[src/rtl/wb_unit_pkg.sv]
// Shared types for the writeback stage: FSM state encoding and load-size codes.
package wb_unit_pkg;

   typedef enum logic [1:0] {
      IDLE     = 2'd0,
      WAIT_MEM = 2'd1,
      WRITE    = 2'd2
   } wb_state_e;

   localparam logic [1:0] LD_BYTE = 2'd0;
   localparam logic [1:0] LD_HALF = 2'd1;
   localparam logic [1:0] LD_WORD = 2'd2;

endpackage

[src/rtl/wb_unit_load_align.sv]
// Combinational load formatter: selects the addressed byte/half from an aligned word and extends it.
module load_align
   import wb_unit_pkg::*;
(
   input  logic [31:0] rdata,
   input  logic [1:0]  size,
   input  logic        is_unsigned,
   input  logic [1:0]  addr_lo,
   output logic [31:0] value
);

   logic [15:0] shifted;

   always_comb begin
      // addr_lo=3 leaves only the top byte; the upper half is zero-padded rather than trapping
      case (addr_lo)
         2'd0:    shifted = rdata[15:0];
         2'd1:    shifted = rdata[23:8];
         2'd2:    shifted = rdata[31:16];
         default: shifted = {8'd0, rdata[31:24]};
      endcase
   end

   always_comb begin
      value = rdata;
      case (size)
         LD_BYTE: value = is_unsigned ? {24'd0, shifted[7:0]} : {{24{shifted[7]}}, shifted[7:0]};
         LD_HALF: value = is_unsigned ? {16'd0, shifted} : {{16{shifted[15]}}, shifted};
         default: value = rdata;
      endcase
   end

endmodule

[src/rtl/wb_unit.sv]
// Writeback stage: accepts one retiring instruction, waits for load data if needed, writes the rf once.
// Optional macro WB_UNIT_PERF_EN adds commit and load-stall counters (tied to 0 when undefined).
module wb_unit
   import wb_unit_pkg::*;
#(
   parameter int ADDR_WIDTH = 5,
   parameter int DATA_WIDTH = 32
) (
   input  logic                  clk,
   input  logic                  rst,
   input  logic                  in_valid,
   output logic                  in_ready,
   input  logic [ADDR_WIDTH-1:0] in_rd,
   input  logic [DATA_WIDTH-1:0] in_result,
   input  logic                  in_is_load,
   input  logic [1:0]            in_ld_size,
   input  logic                  in_ld_unsigned,
   input  logic [1:0]            in_addr_lo,
   input  logic                  mem_rvalid,
   output logic                  mem_rready,
   input  logic [DATA_WIDTH-1:0] mem_rdata,
   output logic                  rf_wen,
   output logic [ADDR_WIDTH-1:0] rf_waddr,
   output logic [DATA_WIDTH-1:0] rf_wdata,
   output logic                  commit,
   output logic [31:0]           perf_commits,
   output logic [31:0]           perf_ld_stall
);

   if (DATA_WIDTH != 32) begin : g_bad_width
      $error("wb_unit: load formatting supports only DATA_WIDTH=32");
   end

   // Handshakes: a transfer happens on a rising edge where valid && ready are both high.
   // Senders hold their payload stable while valid is high and ready is low.

   wb_state_e state, state_nxt;

   logic [ADDR_WIDTH-1:0] rd_q;
   logic [1:0]            size_q;
   logic [1:0]            lo_q;
   logic                  uns_q;
   logic [ADDR_WIDTH-1:0] waddr_q;
   logic [DATA_WIDTH-1:0] wdata_q;
   logic [31:0]           ld_value;
   logic                  accept;
   logic                  mem_fire;

   load_align u_load_align (
      .rdata       (mem_rdata),
      .size        (size_q),
      .is_unsigned (uns_q),
      .addr_lo     (lo_q),
      .value       (ld_value)
   );

   assign in_ready   = (state == IDLE);
   assign mem_rready = (state == WAIT_MEM);
   assign accept     = in_ready && in_valid;
   assign mem_fire   = mem_rready && mem_rvalid;

   always_comb begin
      state_nxt = state;
      case (state)
         IDLE:     if (in_valid) state_nxt = in_is_load ? WAIT_MEM : WRITE;
         WAIT_MEM: if (mem_rvalid) state_nxt = WRITE;
         WRITE:    state_nxt = IDLE;
         default:  state_nxt = IDLE;
      endcase
   end

   always_ff @(posedge clk) begin
      if (rst) begin
         state   <= IDLE;
         rd_q    <= '0;
         size_q  <= LD_WORD;
         lo_q    <= 2'd0;
         uns_q   <= 1'b0;
         waddr_q <= '0;
         wdata_q <= '0;
      end else begin
         state <= state_nxt;
         if (accept) begin
            rd_q   <= in_rd;
            size_q <= in_ld_size;
            lo_q   <= in_addr_lo;
            uns_q  <= in_ld_unsigned;
            if (!in_is_load) begin
               waddr_q <= in_rd;
               wdata_q <= in_result;
            end
         end
         // write port registers only change on entry to WRITE so they hold between writes
         if (mem_fire) begin
            waddr_q <= rd_q;
            wdata_q <= ld_value;
         end
      end
   end

   assign commit   = (state == WRITE);
   assign rf_wen   = commit && (waddr_q != '0);
   assign rf_waddr = waddr_q;
   assign rf_wdata = wdata_q;

`ifdef WB_UNIT_PERF_EN
   logic [31:0] commits_q;
   logic [31:0] stall_q;

   always_ff @(posedge clk) begin
      if (rst) begin
         commits_q <= 32'd0;
         stall_q   <= 32'd0;
      end else begin
         if (commit) commits_q <= commits_q + 32'd1;
         if (state == WAIT_MEM) stall_q <= stall_q + 32'd1;
      end
   end

   assign perf_commits  = commits_q;
   assign perf_ld_stall = stall_q;
`else
   assign perf_commits  = 32'd0;
   assign perf_ld_stall = 32'd0;
`endif

endmodule

[config.mk]
export PLATFORM = sky130hd
export DESIGN_NAME = wb_unit
export DESIGN_NICKNAME = d
export VERILOG_FILES = /design/src/rtl/wb_unit_pkg.sv /design/src/rtl/wb_unit_load_align.sv /design/src/rtl/wb_unit.sv
export SDC_FILE = /design/constraint.sdc
export NUM_CORES = 1
export LEC_CHECK = 0
export BUFFER_PORTS_ARGS = -buffer_cell sky130_fd_sc_hd__buf_4
export CORE_MARGIN = 2
export CORE_UTILIZATION = 41
export DETAILED_ROUTE_END_ITERATION = 12
export GPL_ROUTABILITY_DRIVEN = 0
export GPL_TIMING_DRIVEN = 0
export PLACE_DENSITY_LB_ADDON = 0.15
export SKIP_CTS_REPAIR_TIMING = 1
export SLEW_MARGIN = 10
export SYNTH_ARGS = -nofsm -noshare
export SYNTH_HDL_FRONTEND = slang
export SYNTH_SLANG_ARGS = --single-unit
[constraint.sdc]
create_clock -name clk -period 1.6 [get_ports clk]
set_input_delay 0.32 -clock clk [delete_from_list [all_inputs] [get_ports clk]]
set_output_delay 0.32 -clock clk [all_outputs]
set_load 0.005 [all_outputs]
# After elaboration in Yosys (flattened, before gate mapping)
# Index checks and enable logic that the tools add are counted.
# totals
regBits	49
elab_cells	39
# classes
eq_ne	8
muxes	14
n_reduce_logical	10
# ops
cell	n
$mux W32	5
$pmux W32 S2	1
$pmux W16 S3	1
$mux W5	3
$eq A2 B1 Y1 const B	3
$logic_not A2 Y1	3
$mux W2	3
$reduce_bool A5 Y1	1
$eq A2 B2 Y1 const B	2
$ne A2 B2 Y1 const B	2
$pmux W2 S2	1
$reduce_and A2 Y1	2
$logic_and A1 B1 Y1	3
$ne A2 B1 Y1 const B	1
$reduce_bool A2 Y1	1

# Longest topological paths before layout
# logic_depth
word_depth	5
mapped_depth	6

# Modules after synthesis
# From an unflattened synthesis, not the netlist that was laid out.
# unflattened
cells_unflattened	424
hier_area_um2	3419.5
# by_module_without_submodules
module	n_inst	cells_each	area_each_um2	seq_area_each_um2
wb_unit	1	321	2750.1	980.9
load_align	1	103	669.4	0.0

# Least setup slack after synthesis
# OpenSTA, ideal clock, no wires.
# synth_timing
path_type	register to register
from	reg lo_q[1]
to	reg wdata_q[21] (netlist: rf_wdata[21])
arrival_ns	1.380
path_slack_ns	0.083
stages_incl_launch_ff	7
path_buffers	2
cell_sequence	dfxtp_1 > buf_4 > mux2i_1 > nand2b_1 > a21oi_2 > buf_2 > a31oi_1
# synth_between
elab_chain_cells	5
# synth_rtl
item	line	text
start, declared	wb_unit.sv:41	logic [1:0] lo_q;
start signal, assigned	wb_unit.sv:86	lo_q <= in_addr_lo;
$eq A2 B2 Y1 (tied with other cells)	wb_unit_load_align.sv:16	case (addr_lo)
$pmux W16 S3 (*)	wb_unit_load_align.sv:16	
$mux W32 (on tied branches)	wb_unit_load_align.sv:28, wb_unit_load_align.sv:27	
$pmux W32 S2 (*)	wb_unit_load_align.sv:26	case (size)
$mux W32 (*)	wb_unit.sv:94	if (mem_fire) begin
end signal, assigned	wb_unit.sv:90	wdata_q <= in_result;
end signal, assigned	wb_unit.sv:96	wdata_q <= ld_value;
end, declared	wb_unit.sv:44	logic [DATA_WIDTH-1:0] wdata_q;
# Mark *: on every way between the ends. The rest lies on a longest branch, timed or not.
# A chain may end at the register's enable or synchronous reset.

# Worst setup path after layout
# layout_timing
from	reg waddr_q[1] (netlist: rf_waddr[1])
to	out rf_wen
# layout_between
elab_chain_cells	2
# layout_rtl
item	line	text
start, declared	wb_unit.sv:43	logic [ADDR_WIDTH-1:0] waddr_q;
start signal, assigned	wb_unit.sv:89	waddr_q <= in_rd;
start signal, assigned	wb_unit.sv:95	waddr_q <= rd_q;
$reduce_bool A5 Y1	wb_unit.sv:102	assign rf_wen = commit && (waddr_q != '0);
$logic_and A1 B1 Y1	wb_unit.sv:102	
end, declared	wb_unit.sv:22	output logic rf_wen,
# Every way passes these cells.

==> results by group <==
Clock tree
  • Clock-pin slew on the worst setup and hold paths: 0.10 ns
  • H-tree levels: 2
  • Clock Latency Late Sink: 0.32 ns
  • Library cell used as clock root buffer: clkbuf_8
  • Deepest clock path buffer count: 2
  • CTS tree: built
  • TritonCTS buffer count: 5
  • Sink Count: 49

Power and ir drop
  • Switching pwr: 1.05 mW
  • Share of power burned in the clock network: 0.242
  • Sequential power share: 0.431
  • Peak supply drop: 0.405 mV
  • Total chip power: 3.23 mW
  • Power Density: 676 nW/um^2
  • Share of power burned in combinational logic: 0.327
  • Design internal power: 2.18 mW
  • Sw Share: 0.324
  • Leakage power: 2.30 nW

Place
  • I/O Buffers: 118
  • Number of cells after detailed placement: 710
  • HPWL reported at the end of detailed placement: 8430 um

Yosys
  • Synth area leaders: dfxtp_1, buf_4, nand2_1
  • Sequential fraction of the synthesis area: 0.299
  • Post-synthesis sequential element count: 49
  • Yosys top cell area share: 0.299
  • Post-synthesis cell area: 3280 sq um
  • Leading area contributor after synthesis: dfxtp_1
  • Count of different cell masters after synthesis: 42
  • Yosys synthesis warning count: 0
  • Gate count of the mapped netlist: 427
  • Mean post-synth cell area: 7.68 sq um

Route
  • Uppermost layer routed: met4
  • Wire length on met3: 1060 um
  • Routed vias: 3613
  • Number of detailed-route iterations in the first pass: 5
  • Met1 WL: 4380 um
  • Average detailed-routed wire length per instance: 15.2 um
  • Per-cell via count in the routed design: 5.03
  • Iteration-0 DRC Markers: 238
  • DRC Markers: 0
  • Routed Antenna Nets: 0
  • Wire length on met2: 5190 um
  • DRT Wirelength: 10900 um

Timing
  • Final critical-path setup slack: -0.218 ns
  • Worst-case clock skew: 0.00564 ns
  • Unrepaired setup endpoints after global routing: true
  • Post-route fraction of the period consumed by the critical path: 1.14
  • Setup Viol. Count Final: 1
  • Final Slew Violations: 0
  • Hold Vio Cnt, Final: 0
  • Transition at the pin with the smallest max-transition slack: 0.599 ns
  • Final Critical Period: 1.82 ns
  • Worst slew slack as a fraction of its limit: 0.601
  • Timing-limited maximum frequency: 550 MHz

Layout
  • Number of nets at the end of the flow: 694
  • Antenna cells: 0
  • Commonest non-fill, non-tap cell in the layout: buf_4
  • Top library cells by usage in the layout, fill and taps aside: buf_4, nand2_1, conb_1
  • Synth-to-layout area growth: 45.7%
  • Ratio of cells with drive above 1 in the final layout: 0.401
  • Number of fill cells in the layout: 726
  • Non-filler instance count after layout: 718

Run status
  • Failing checks: negative setup slack
  • Result of the run: complete, but fails checks

Die
  • Effective utilization at floorplan: 0.425
  • I/O pin total: 184
  • Core Footprint: 7730 sq um
  • Cell Rows: 32
  • Floorplan die width: 93.5 um
  • Floorplan die area: 8730 sq um
  • DIE HEIGHT: 93.5 um

Setup path
  • Setup slack of the worst register-to-register path: 0.04 ns
  • R2R cell count: 5
  • CP max FO: 3
  • Critical Path Start Type: flop
  • Arrival time at the worst endpoint: 1.50 ns
  • Capturing point of the worst reg2reg path: rf_wdata[13]
  • Worst setup EP type: primary output
  • WP data required: 1.28 ns
  • Kind of critical path: flop to primary output
  • Worst flop-to-flop path startpoint: state[1]

Worst hold path
  • Worst hold-check path type: input port to flop
  • Hold path start: in_ld_size[0]
  • WHS Endpoint: size_q[0]
  • Worst Hold Depth: 3

Global routing
  • Number of antenna violations at the first check in global routing: 0
  • First-pass GRT wire length: 16500 um
  • Largest net degree at the start of global routing: 17
  • All-Layer GR Usage: 0.239
  • Via count of the first global-routing pass: 3336
  • Global route total overflow: 0

Job
  • Max cap viols: 0
per-stage QoR:
stage / setup slack, ns / setup TNS (ns) / utilization / hold WS, ns / area [sq um]
after floorplan: 0.0828 / 0 / - / 0.437 / 3520
after global placement: -0.218 / -3.90 / 0.586 / 0.442 / 4530
after detailed placement: -0.276 / -5.31 / 0.586 / 0.448 / 4530
after CTS: -0.294 / -6.00 / 0.598 / 0.229 / 4620
after global routing: -0.243 / -0.255 / 0.618 / 0.227 / 4780
final: -0.218 / -0.218 / 0.618 / 0.227 / 4780
worst max path at each step:
stage | start | to
2_1_floorplan | lo_q[1] | rf_wdata[21]
3_3_place_gp | size_q[1] | rf_wdata[28]
3_5_place_dp | size_q[1] | rf_wdata[29]
4_1_cts | size_q[1] | rf_wdata[29]
5_1_grt | rf_waddr[1] | rf_wen
6_report | rf_waddr[1] | rf_wen
power by group through the flow:
stage	Combinational, mW	Sequential (mW)	Clock [mW]
after floorplan	0.555	1.41	0
final	1.06	1.39	0.780
after global placement	0.970	1.41	0
after global routing	1.15	1.40	0.816
after detailed placement	0.985	1.41	0
after CTS	0.986	1.39	0.784
cell type report:
class | count | area [sq um] | area share
Sequential cell | 49 | 987 | 0.207
Buffer | 97 | 688 | 0.144
Inverter | 18 | 67.6 | 0.0141
Clock buffer | 5 | 68.8 | 0.0144
Multi-Input combinational cell | 324 | 1920 | 0.401
Clock inverter | 3 | 21.3 | 0.00445
Tap cell | 102 | 128 | 0.0267
Timing Repair Buffer | 120 | 901 | 0.189
cells in the mapped netlist:
cell type  instances
buf_2              9
o21a_1             1
nand3_1           16
a211oi_2           4
nand3b_1           2
a21boi_1           1
buf_6              1
nor3b_1            1
clkbuf_1          21
or4b_4             1
or4_1              1
nor2b_1           11
and2b_1            1
nor2_1             8
a211oi_1           3
and3b_1            1
nand2_2            1
a22oi_1            9
conb_1             1
a21oi_1           40
a2111oi_0          1
or2_2              1
inv_1             18
a311oi_1          13
a31oi_1           16
nand2b_1           3
mux2i_1           10
nor3_1             1
o2bb2ai_1          7
o211ai_1          16
or3_1              1
and2_1             1
o32ai_2            1
buf_1              2
nand2_1           70
o221a_2            7
dfxtp_1           49
o22ai_1            7
a221oi_1           1
a21oi_2            2
buf_4             66
nor4b_2            1
routing by layer:
layer | up-vias | GRT usage
met5 | - | 0
met2 | 206 | 0.386
met1 | 1619 | 0.315
li1 | 1766 | -
met3 | 22 | 0.0435
met4 | 0 | 0.0968
critical path: stages (launching register included):
cell     delay [ns]
dfxtp_2        0.34
or4_4          0.53
o21a_1         0.18
buf_4          0.13
kinds of logic after synthesis:
group / synth area share
compound gates: 0.282
simple gates: 0.172
buf+inv: 0.215
flops: 0.299
mux: 0.0305
other cells: 0.00114
flip-flops by register name, indices dropped and copies added, names as in the netlist:
signal and flops:
rf_waddr 5, rf_wdata 32, lo_q 2, size_q 2, rd_q 5, uns_q 1, state 2
Note: power is estimated with default switching activity, not from simulation.
